--- src/rtl/sseg_disp_ctrl.sv ---
`default_nettype none
// ============================================================================
// Module   : sseg_disp_ctrl
// Purpose  : Register-mapped controller for up to eight seven-segment digits.
//            Each digit is hex-decoded or driven from raw segment bits, with
//            a decimal point, per-digit blink and blank controls, a global
//            enable and optional leading-zero suppression.
// Revision : 1.0 - initial release
// ----------------------------------------------------------------------------
// Parameters
//   NUM_DIGITS : number of digits driven (1..8)
//   BLINK_DIV  : clk cycles per blink half-period (>= 2)
//   ACTIVE_LOW : 1 = segment lit when driven 0, 0 = lit when driven 1
// Ports
//   clk      in   sole clock, rising edge
//   reset    in   asynchronous, active-high reset
//   wr_en    in   write strobe (one register write per cycle)
//   rd_en    in   read strobe
//   addr     in   [3:0]  0..NUM_DIGITS-1 = digit regs, 8 = control reg
//   wr_data  in   [15:0] write data
//   rd_data  out  [15:0] registered read data, held between reads
//   rd_valid out  one-cycle pulse the edge after an accepted rd_en
//   hex      out  [8*NUM_DIGITS-1:0] digit i at [8i+7:8i], bit7 = dp,
//                 bits 6:0 = segments g..a (registered)
// Digit register : [6:0] raw segs, [11:8] nibble, [12] raw_mode, [13] dp,
//                  [14] blink_en, [15] blank, bit 7 reads 0
// Control reg    : [0] enable, [1] lz_suppress, [2] blink_sync (write-only)
// ============================================================================
module sseg_disp_ctrl #(
  parameter int NUM_DIGITS = 6,
  parameter int BLINK_DIV  = 25000000,
  parameter int ACTIVE_LOW = 1
) (
  input  logic                    clk,
  input  logic                    reset,
  input  logic                    wr_en,
  input  logic                    rd_en,
  input  logic [3:0]              addr,
  input  logic [15:0]             wr_data,
  output logic [15:0]             rd_data,
  output logic                    rd_valid,
  output logic [8*NUM_DIGITS-1:0] hex
);

  // --------------------------------------------------------------------------
  // Constants
  // --------------------------------------------------------------------------
  localparam int                    c_cnt_w   = $clog2(BLINK_DIV);
  localparam logic [c_cnt_w-1:0]    c_cnt_max = c_cnt_w'(BLINK_DIV - 1);
  localparam logic [4:0]            c_num_dig = 5'(NUM_DIGITS);
  localparam logic [3:0]            c_ctrl_ad = 4'd8;
  // Digit register write mask: bit 7 is forced to 0 on every write.
  localparam logic [15:0]           c_dig_msk = 16'hFF7F;
  localparam logic [8*NUM_DIGITS-1:0] c_hex_off =
    (ACTIVE_LOW != 0) ? {(8*NUM_DIGITS){1'b1}} : {(8*NUM_DIGITS){1'b0}};

  // --------------------------------------------------------------------------
  // Registers
  // --------------------------------------------------------------------------
  logic [15:0]              r_digit [NUM_DIGITS];
  logic                     r_enable;
  logic                     r_lz;
  logic [c_cnt_w-1:0]       r_blink_cnt;
  logic                     r_blink_phase;
  logic [15:0]              r_rd_data;
  logic                     r_rd_valid;
  logic [8*NUM_DIGITS-1:0]  r_hex;

  // --------------------------------------------------------------------------
  // Address decode
  // --------------------------------------------------------------------------
  logic w_is_digit;
  logic w_is_ctrl;
  logic w_sync;

  assign w_is_digit = ({1'b0, addr} < c_num_dig);
  assign w_is_ctrl  = (addr == c_ctrl_ad);
  assign w_sync     = wr_en & w_is_ctrl & wr_data[2];

  // --------------------------------------------------------------------------
  // Hex nibble to active-high segment pattern (g..a)
  // --------------------------------------------------------------------------
  function automatic logic [6:0] f_hex7(input logic [3:0] n);
    logic [6:0] s;
    case (n)
      4'h0:    s = 7'h3F;
      4'h1:    s = 7'h06;
      4'h2:    s = 7'h5B;
      4'h3:    s = 7'h4F;
      4'h4:    s = 7'h66;
      4'h5:    s = 7'h6D;
      4'h6:    s = 7'h7D;
      4'h7:    s = 7'h07;
      4'h8:    s = 7'h7F;
      4'h9:    s = 7'h6F;
      4'hA:    s = 7'h77;
      4'hB:    s = 7'h7C;
      4'hC:    s = 7'h39;
      4'hD:    s = 7'h5E;
      4'hE:    s = 7'h79;
      default: s = 7'h71;
    endcase
    return s;
  endfunction

  // --------------------------------------------------------------------------
  // Register file writes
  // --------------------------------------------------------------------------
  always_ff @(posedge clk or posedge reset) begin
    if (reset) begin
      for (int i = 0; i < NUM_DIGITS; i++) begin
        r_digit[i] <= 16'h0000;
      end
      r_enable <= 1'b1;
      r_lz     <= 1'b0;
    end else if (wr_en) begin
      for (int i = 0; i < NUM_DIGITS; i++) begin
        if (addr == 4'(i)) begin
          r_digit[i] <= wr_data & c_dig_msk;
        end
      end
      if (w_is_ctrl) begin
        r_enable <= wr_data[0];
        r_lz     <= wr_data[1];
      end
    end
  end

  // --------------------------------------------------------------------------
  // Read path: the mux samples the registers before this edge's write lands,
  // so a same-cycle read and write to one address returns the old contents.
  // --------------------------------------------------------------------------
  logic [15:0] w_rd_word;

  always_comb begin
    w_rd_word = 16'h0000;
    if (w_is_digit) begin
      for (int i = 0; i < NUM_DIGITS; i++) begin
        if (addr == 4'(i)) begin
          w_rd_word = r_digit[i];
        end
      end
    end else if (w_is_ctrl) begin
      w_rd_word = {14'h0000, r_lz, r_enable};
    end
  end

  always_ff @(posedge clk or posedge reset) begin
    if (reset) begin
      r_rd_data  <= 16'h0000;
      r_rd_valid <= 1'b0;
    end else begin
      r_rd_valid <= rd_en;
      if (rd_en) begin
        r_rd_data <= w_rd_word;
      end
    end
  end

  // --------------------------------------------------------------------------
  // Blink timebase. A blink_sync write restarts the period and wins over a
  // wrap happening on the same edge.
  // --------------------------------------------------------------------------
  always_ff @(posedge clk or posedge reset) begin
    if (reset) begin
      r_blink_cnt   <= '0;
      r_blink_phase <= 1'b0;
    end else if (w_sync) begin
      r_blink_cnt   <= '0;
      r_blink_phase <= 1'b0;
    end else if (r_blink_cnt == c_cnt_max) begin
      r_blink_cnt   <= '0;
      r_blink_phase <= ~r_blink_phase;
    end else begin
      r_blink_cnt   <= r_blink_cnt + 1'b1;
    end
  end

  // --------------------------------------------------------------------------
  // Leading-zero detection. A digit is "zero-like" when it is hex mode with
  // nibble 0 and no dp. w_lead[i] is set when digit i and every digit above
  // it are zero-like; digit 0 is always shown.
  // --------------------------------------------------------------------------
  logic [NUM_DIGITS-1:0] w_zero_like;
  logic [NUM_DIGITS-1:0] w_lead;
  logic [NUM_DIGITS-1:0] w_suppress;
  logic                  w_run;

  always_comb begin
    w_lead = '0;
    w_run  = 1'b1;
    for (int i = NUM_DIGITS - 1; i >= 0; i--) begin
      w_run     = w_run & w_zero_like[i];
      w_lead[i] = w_run;
    end
    w_suppress = {NUM_DIGITS{r_lz}} & w_lead & ~NUM_DIGITS'(1);
  end

  // --------------------------------------------------------------------------
  // Per-digit output formatting
  // --------------------------------------------------------------------------
  logic [8*NUM_DIGITS-1:0] w_hex_next;

  for (genvar i = 0; i < NUM_DIGITS; i++) begin : g_digit
    logic [15:0] w_d;
    logic [6:0]  w_seg;
    logic        w_off;
    logic [7:0]  w_lit;

    assign w_d            = r_digit[i];
    assign w_zero_like[i] = ~w_d[12] & (w_d[11:8] == 4'h0) & ~w_d[13];
    assign w_seg          = w_d[12] ? w_d[6:0] : f_hex7(w_d[11:8]);
    // Any of these forces the whole digit (segments and dp) dark.
    assign w_off          = w_d[15] | ~r_enable | (w_d[14] & r_blink_phase)
                          | w_suppress[i];
    assign w_lit          = w_off ? 8'h00 : {w_d[13], w_seg};

    if (ACTIVE_LOW != 0) begin : g_inv
      assign w_hex_next[8*i +: 8] = ~w_lit;
    end else begin : g_pass
      assign w_hex_next[8*i +: 8] = w_lit;
    end
  end

  always_ff @(posedge clk or posedge reset) begin
    if (reset) begin
      r_hex <= c_hex_off;
    end else begin
      r_hex <= w_hex_next;
    end
  end

  // --------------------------------------------------------------------------
  // Outputs
  // --------------------------------------------------------------------------
  assign rd_data  = r_rd_data;
  assign rd_valid = r_rd_valid;
  assign hex      = r_hex;

endmodule
`default_nettype wire

--- config.mk ---
export PLATFORM = sky130hd
export DESIGN_NAME = sseg_disp_ctrl
export DESIGN_NICKNAME = d
export VERILOG_FILES = /design/src/rtl/sseg_disp_ctrl.sv
export SDC_FILE = /design/constraint.sdc
export NUM_CORES = 1
export LEC_CHECK = 0
export ABC_AREA = 0
export BUFFER_PORTS_ARGS = -buffer_cell sky130_fd_sc_hd__clkbuf_2
export CAP_MARGIN = 20
export CORE_ASPECT_RATIO = 1.25
export CORE_MARGIN = 10
export CORE_UTILIZATION = 53
export CTS_CLUSTER_DIAMETER = 80
export CTS_CLUSTER_SIZE = 14
export DETAILED_ROUTE_END_ITERATION = 10
export MAX_ROUTING_LAYER = met4
export PLACE_DENSITY = 0.72
export REMOVE_ABC_BUFFERS = 1
export SETUP_SLACK_MARGIN = 0.1
export SLEW_MARGIN = 5
export SYNTH_ARGS = -nofsm -noshare
export SYNTH_HDL_FRONTEND = slang
export SYNTH_SLANG_ARGS = --single-unit
--- constraint.sdc ---
create_clock -name clk -period 16.7 [get_ports clk]
set_clock_uncertainty 0.2 [all_clocks]
set_input_delay 5.01 -clock clk [delete_from_list [all_inputs] [get_ports clk]]
set_output_delay 5.01 -clock clk [all_outputs]
set_load 0.01 [all_outputs]
Word-level counts from Yosys, hierarchy flattened. Memories as Yosys holds them, arrays and structs flattened. Cells that the tools add are included.

Flip-flop bits (word level): 183. Memories kept: 6. Memory bits (read-only): 672. Bits in writable memories: 0. Bits in latches: 0. Bits of input ports: 24.

Memories: (no name shown) (words 16, bits a word 7, rd ports 1, clocked after Yosys merged registers in 0, write ports 0, RTL line 85) `case (n)`; (no name shown) (words 16, bits a word 7, rd ports 1, clocked after Yosys merged registers in 0, write ports 0, RTL line 85); (no name shown) (words 16, bits a word 7, rd ports 1, clocked after Yosys merged registers in 0, write ports 0, RTL line 85); (no name shown) (words 16, bits a word 7, rd ports 1, clocked after Yosys merged registers in 0, write ports 0, RTL line 85); (no name shown) (words 16, bits a word 7, rd ports 1, clocked after Yosys merged registers in 0, write ports 0, RTL line 85); (no name shown) (words 16, bits a word 7, rd ports 1, clocked after Yosys merged registers in 0, write ports 0, RTL line 85).

Shifts and indexed selects: 0. Bitwise operators: 63. Muxes and demuxes: 24. Multipliers: 0. Equal/unequal tests: 7. Divide/modulo/power cells: 0. Order comparisons: 1. Add/subtract/negate cells: 1. Reduce and logical (&&, ||, !) cells: 15.

Operators with widths (count): $mux W16 (7); $mux W25 (2); $mux W8 (6); $not A8 Y8 (6); $mux W7 (6); $logic_not A4 Y1 (7); $add A25 B1 Y25 const B (1); $and A1 B1 Y1 (25); $eq A25 B25 Y1 const B (1); $or A1 B1 Y1 (17); $not A1 Y1 (14); $reduce_and A2 Y1 (7); $eq A4 B2 Y1 const B (2); $eq A4 B3 Y1 const B (2); $and A6 B6 Y6 (1); $eq A4 B1 Y1 const B (1); $eq A4 B4 Y1 const B (1); $lt A4 B3 Y1 const B (1); $mux W1 (2); $mux W2 (1); $reduce_bool A2 Y1 (1).

Logic depth before layout (Yosys ltp).
Depth in word-level cells: 12. Gate-level depth with buffers: 7.

Worst setup path after synthesis. Ideal clock, no wire load.

Kind: input to register. From: input port addr[3]. To: register r_digit, in the netlist g_digit[2].w_d[0]. Data arrival time: 6.457 ns. Path slack: 9.918 ns. Stages on the path: 6. Setup time: 0.125 ns. Path buffers: 3. Cell sequence: buf_6 > or3b_4 > or3b_1 > buf_6 > buf_8 > mux2_4.

Word-level cells in the longest chain between the ends: 2.

RTL lines: start: declaration (RTL line 38) `input logic [3:0] addr,`; $eq A4 B2 Y1 (RTL line 118) `if (addr == 4'(i)) begin`; $reduce_and A2 Y1 (no source line); end signal: indexed assignment (RTL line 119) `r_digit[i] <= wr_data & c_dig_msk;`; end: declaration (RTL line 60) `logic [15:0] r_digit [NUM_DIGITS];`.

No other way between the ends. A chain may end at the register's enable or synchronous reset.

Worst setup path after layout.
From: input port addr[1]. To: register r_digit, in the netlist g_digit[2].w_d[9].

Same word-level chain as after synthesis.

==> run summary <==
detailed-route DRC error count - 0
Area Overhead vs Synth - 11.8%
global placement routability congestion - 0.882
post-route setup TNS - 0 ps
CTS clock-pin slew for the worst setup and hold paths - 70 ps
HPWL Detailed - 16.8 mm
Yosys top cell area share - 34.6%
clock root cell - clkbuf_16
Max Fclk - 140 MHz
wirelength, routed - 24.0 mm
Critical Path Max Stage Delay - 740 ps
Post-CTS Setup Bufs - 0
# hold bufs at CTS - 0
initial antenna violation count - 2
Yosys cell types - 65
CTS HTree Levels - 4
FF-to-FF path depth - 6
number of flops mapped to enable cells by yosys - 0
flops & latches, synth - 182
synth top area cells - dfrtp_1, dfstp_2, mux2_2
max-slew violation count - 0
critical path startpoint category - input pin
Final nets - 986
maximum VDD drop - 0.0000561 V
core box area - 18000 µm²
Data arrival, critical path - 7260 ps
hold path start - g_digit[0].w_d[13]
Worst Setup End Kind - flip-flop
R2R Setup Slk - 13910 ps
Antenna Violating Nets Remaining - 0
unrepaired setup endpoints after global routing - false
Hold Path Class - flip-flop to flip-flop
Rel. slew slack - 32.1%
DIE HEIGHT - 171 µm
Post-Place Setup Slack - 9140 ps
Cell Pwr Density - 133 nW/µm²
Hold Path End - hex[7]
Fin. Hold Viols - 0
initial core utilization - 53.6%
global-route wire length before repair - 38.5 mm
setup ws final - 9550 ps
min Tclk post-route - 7150 ps
largest net degree at the start of global routing - 102
ys flop type - dfrtp_1
outcome - finished, final reports clean
final setup fails - 0
Synth warnings - 0
Worst-Margin Slew - 1020 ps
DR pass1 iterations - 6
end of the worst register-to-register path - hex[33]
Leak - 4.67 nW
clk_lat worst skew - 440 ps
I/O pin count - 89
Post-CTS Resized - 0
CP max stage cell - or3b_1
asr flop ratio synth - 100%
Mapped Area - 9630 µm²
clock buffers created by TritonCTS - 17
post-synth top area cell - dfrtp_1
Crit Path Category - input pin to flip-flop
Synth Area per Inst - 11.1 µm²
die area - 24000 µm²
post-layout util - 60.0%
drt wl/cell - 20.5 µm
count leader, synth - dfrtp_1
PortBufs - 86
hold path depth - 1
Clock Path Buffers - 2
CP cell instances - clkbuf_2, or3b_4, or3b_1, mux2_4
DR iter-0 viols - 656
Rows - 55
Vias/cell - 6.01
Vias - 7030
crit-path max FO - 26
GR Overflow Total - 0
RR Startpoint - g_digit[5].w_d[8]
vias in the first global route - 6889
Seq/Total Area, Yosys - 47.9%
Syn Inst Count - 869
share of cells above drive strength 1 - 30.2%
max cap viols - 0
commonest cells in the netlist - dfrtp_1, nand2_1, mux2_2
die width - 141 µm
GRT Total Usage - 20.7%
period utilization - 42.8%
CTS Sinks - 182
Crit path required time - 16810 ps
TritonCTS clock tree - built
-- sequential cells by signal, summed over array words and instances (netlist names) --
signal         count
r_blink_phase      1
g_digit.w_d       90
rd_valid           1
hex               48
rd_data           15
r_blink_cnt       25
r_enable           1
r_lz               1
-- layout by cell type (no fill, tap or decap), types with 10 or more instances in the layout --
cell type and count:
nand2b_1 11, inv_1 28, a21oi_1 31, mux2_4 10, mux2_2 79, nand2_1 90
nand4_1 10, dfrtp_1 133, nor2b_1 23, mux2i_1 37, clkbuf_2 86, nand3_1 19
o31ai_1 18, o21ai_0 37, clkbuf_16 17, nor2_1 27, nor3_1 11, and2_1 11
a22oi_1 11, ha_1 36, dfstp_2 49
-- kinds of logic after synthesis --
kind of cell | count (synthesis) | share of synthesized area [%]
and+or+nand+nor | 258 | 14.1
muxes | 136 | 16.9
buffers and inverters | 81 | 3.65
other | 1 | 0.0389
adders and majority gates | 36 | 4.68
xor gates and xnor gates | 11 | 1.00
DFF | 182 | 47.9
AOI/OAI and AO/OA | 164 | 11.7
-- routing by layer --
layer | vias up | share of wire (%) | wire [µm] | global-route usage (%)
li1 | 3275 | - | - | -
met1 | 3504 | 40 | 9540 | 24.8
met2 | 216 | 52 | 12500 | 34.3
met3 | 35 | 5.9 | 1420 | 4.05
met4 | 0 | 2.3 | 552 | 7.01
met5 | - | 0 | 0 | -
-- worst max-delay path: cells and delay by family --
family	cells	cell delay (ps)
simple gates	2	1220
buf+inv	1	570
mux	1	440
-- worst max path at each step --
| stage | slack [ps] | cells after the start | to | startpoint |
|---|---|---|---|---|
| finish | 9550 | 4 | g_digit[2].w_d[9] | addr[1] |
| global route | 9510 | 4 | g_digit[2].w_d[9] | addr[1] |
| CTS | 9580 | 4 | g_digit[2].w_d[9] | addr[1] |
| detailed placement | 9140 | 4 | g_digit[2].w_d[3] | addr[1] |
| global placement | 9140 | 4 | g_digit[2].w_d[9] | addr[1] |
| floorplan | 6630 | 1 | g_digit[0].w_d[0] | reset |
-- where the power goes --
group          leakage [nW]  internal, mW  switching (mW)  total, mW
Clock                 0.302         0.253           0.178      0.431
Sequential             2.19         0.542           0.113      0.655
Combinational          2.17         0.171           0.173      0.344
-- cell type report --
| type | count | area [µm²] |
|---|---|---|
| diodes | 2 | 5.00 |
| clock buffers | 19 | 433 |
| clock inverters | 13 | 198 |
| fillers | 1488 | 7190 |
| inverters | 29 | 114 |
| multi-input cells | 606 | 4660 |
| flip-flops and latches | 182 | 4620 |
| well taps | 228 | 285 |
| repair buffers | 90 | 455 |
-- stage by stage --
stage          power [mW]  instance area, µm²  instances  hold WS [ps]
2_1_floorplan       0.874                9390        817           187
3_3_place_gp        0.990               10100       1133           235
3_5_place_dp         1.00               10100       1134           244
4_1_cts              1.44               10800       1166           249
5_1_grt              1.51               10800       1169           261
6_report             1.43               10800       1169           245
No activity file was read; power rests on OpenSTA's default activity.
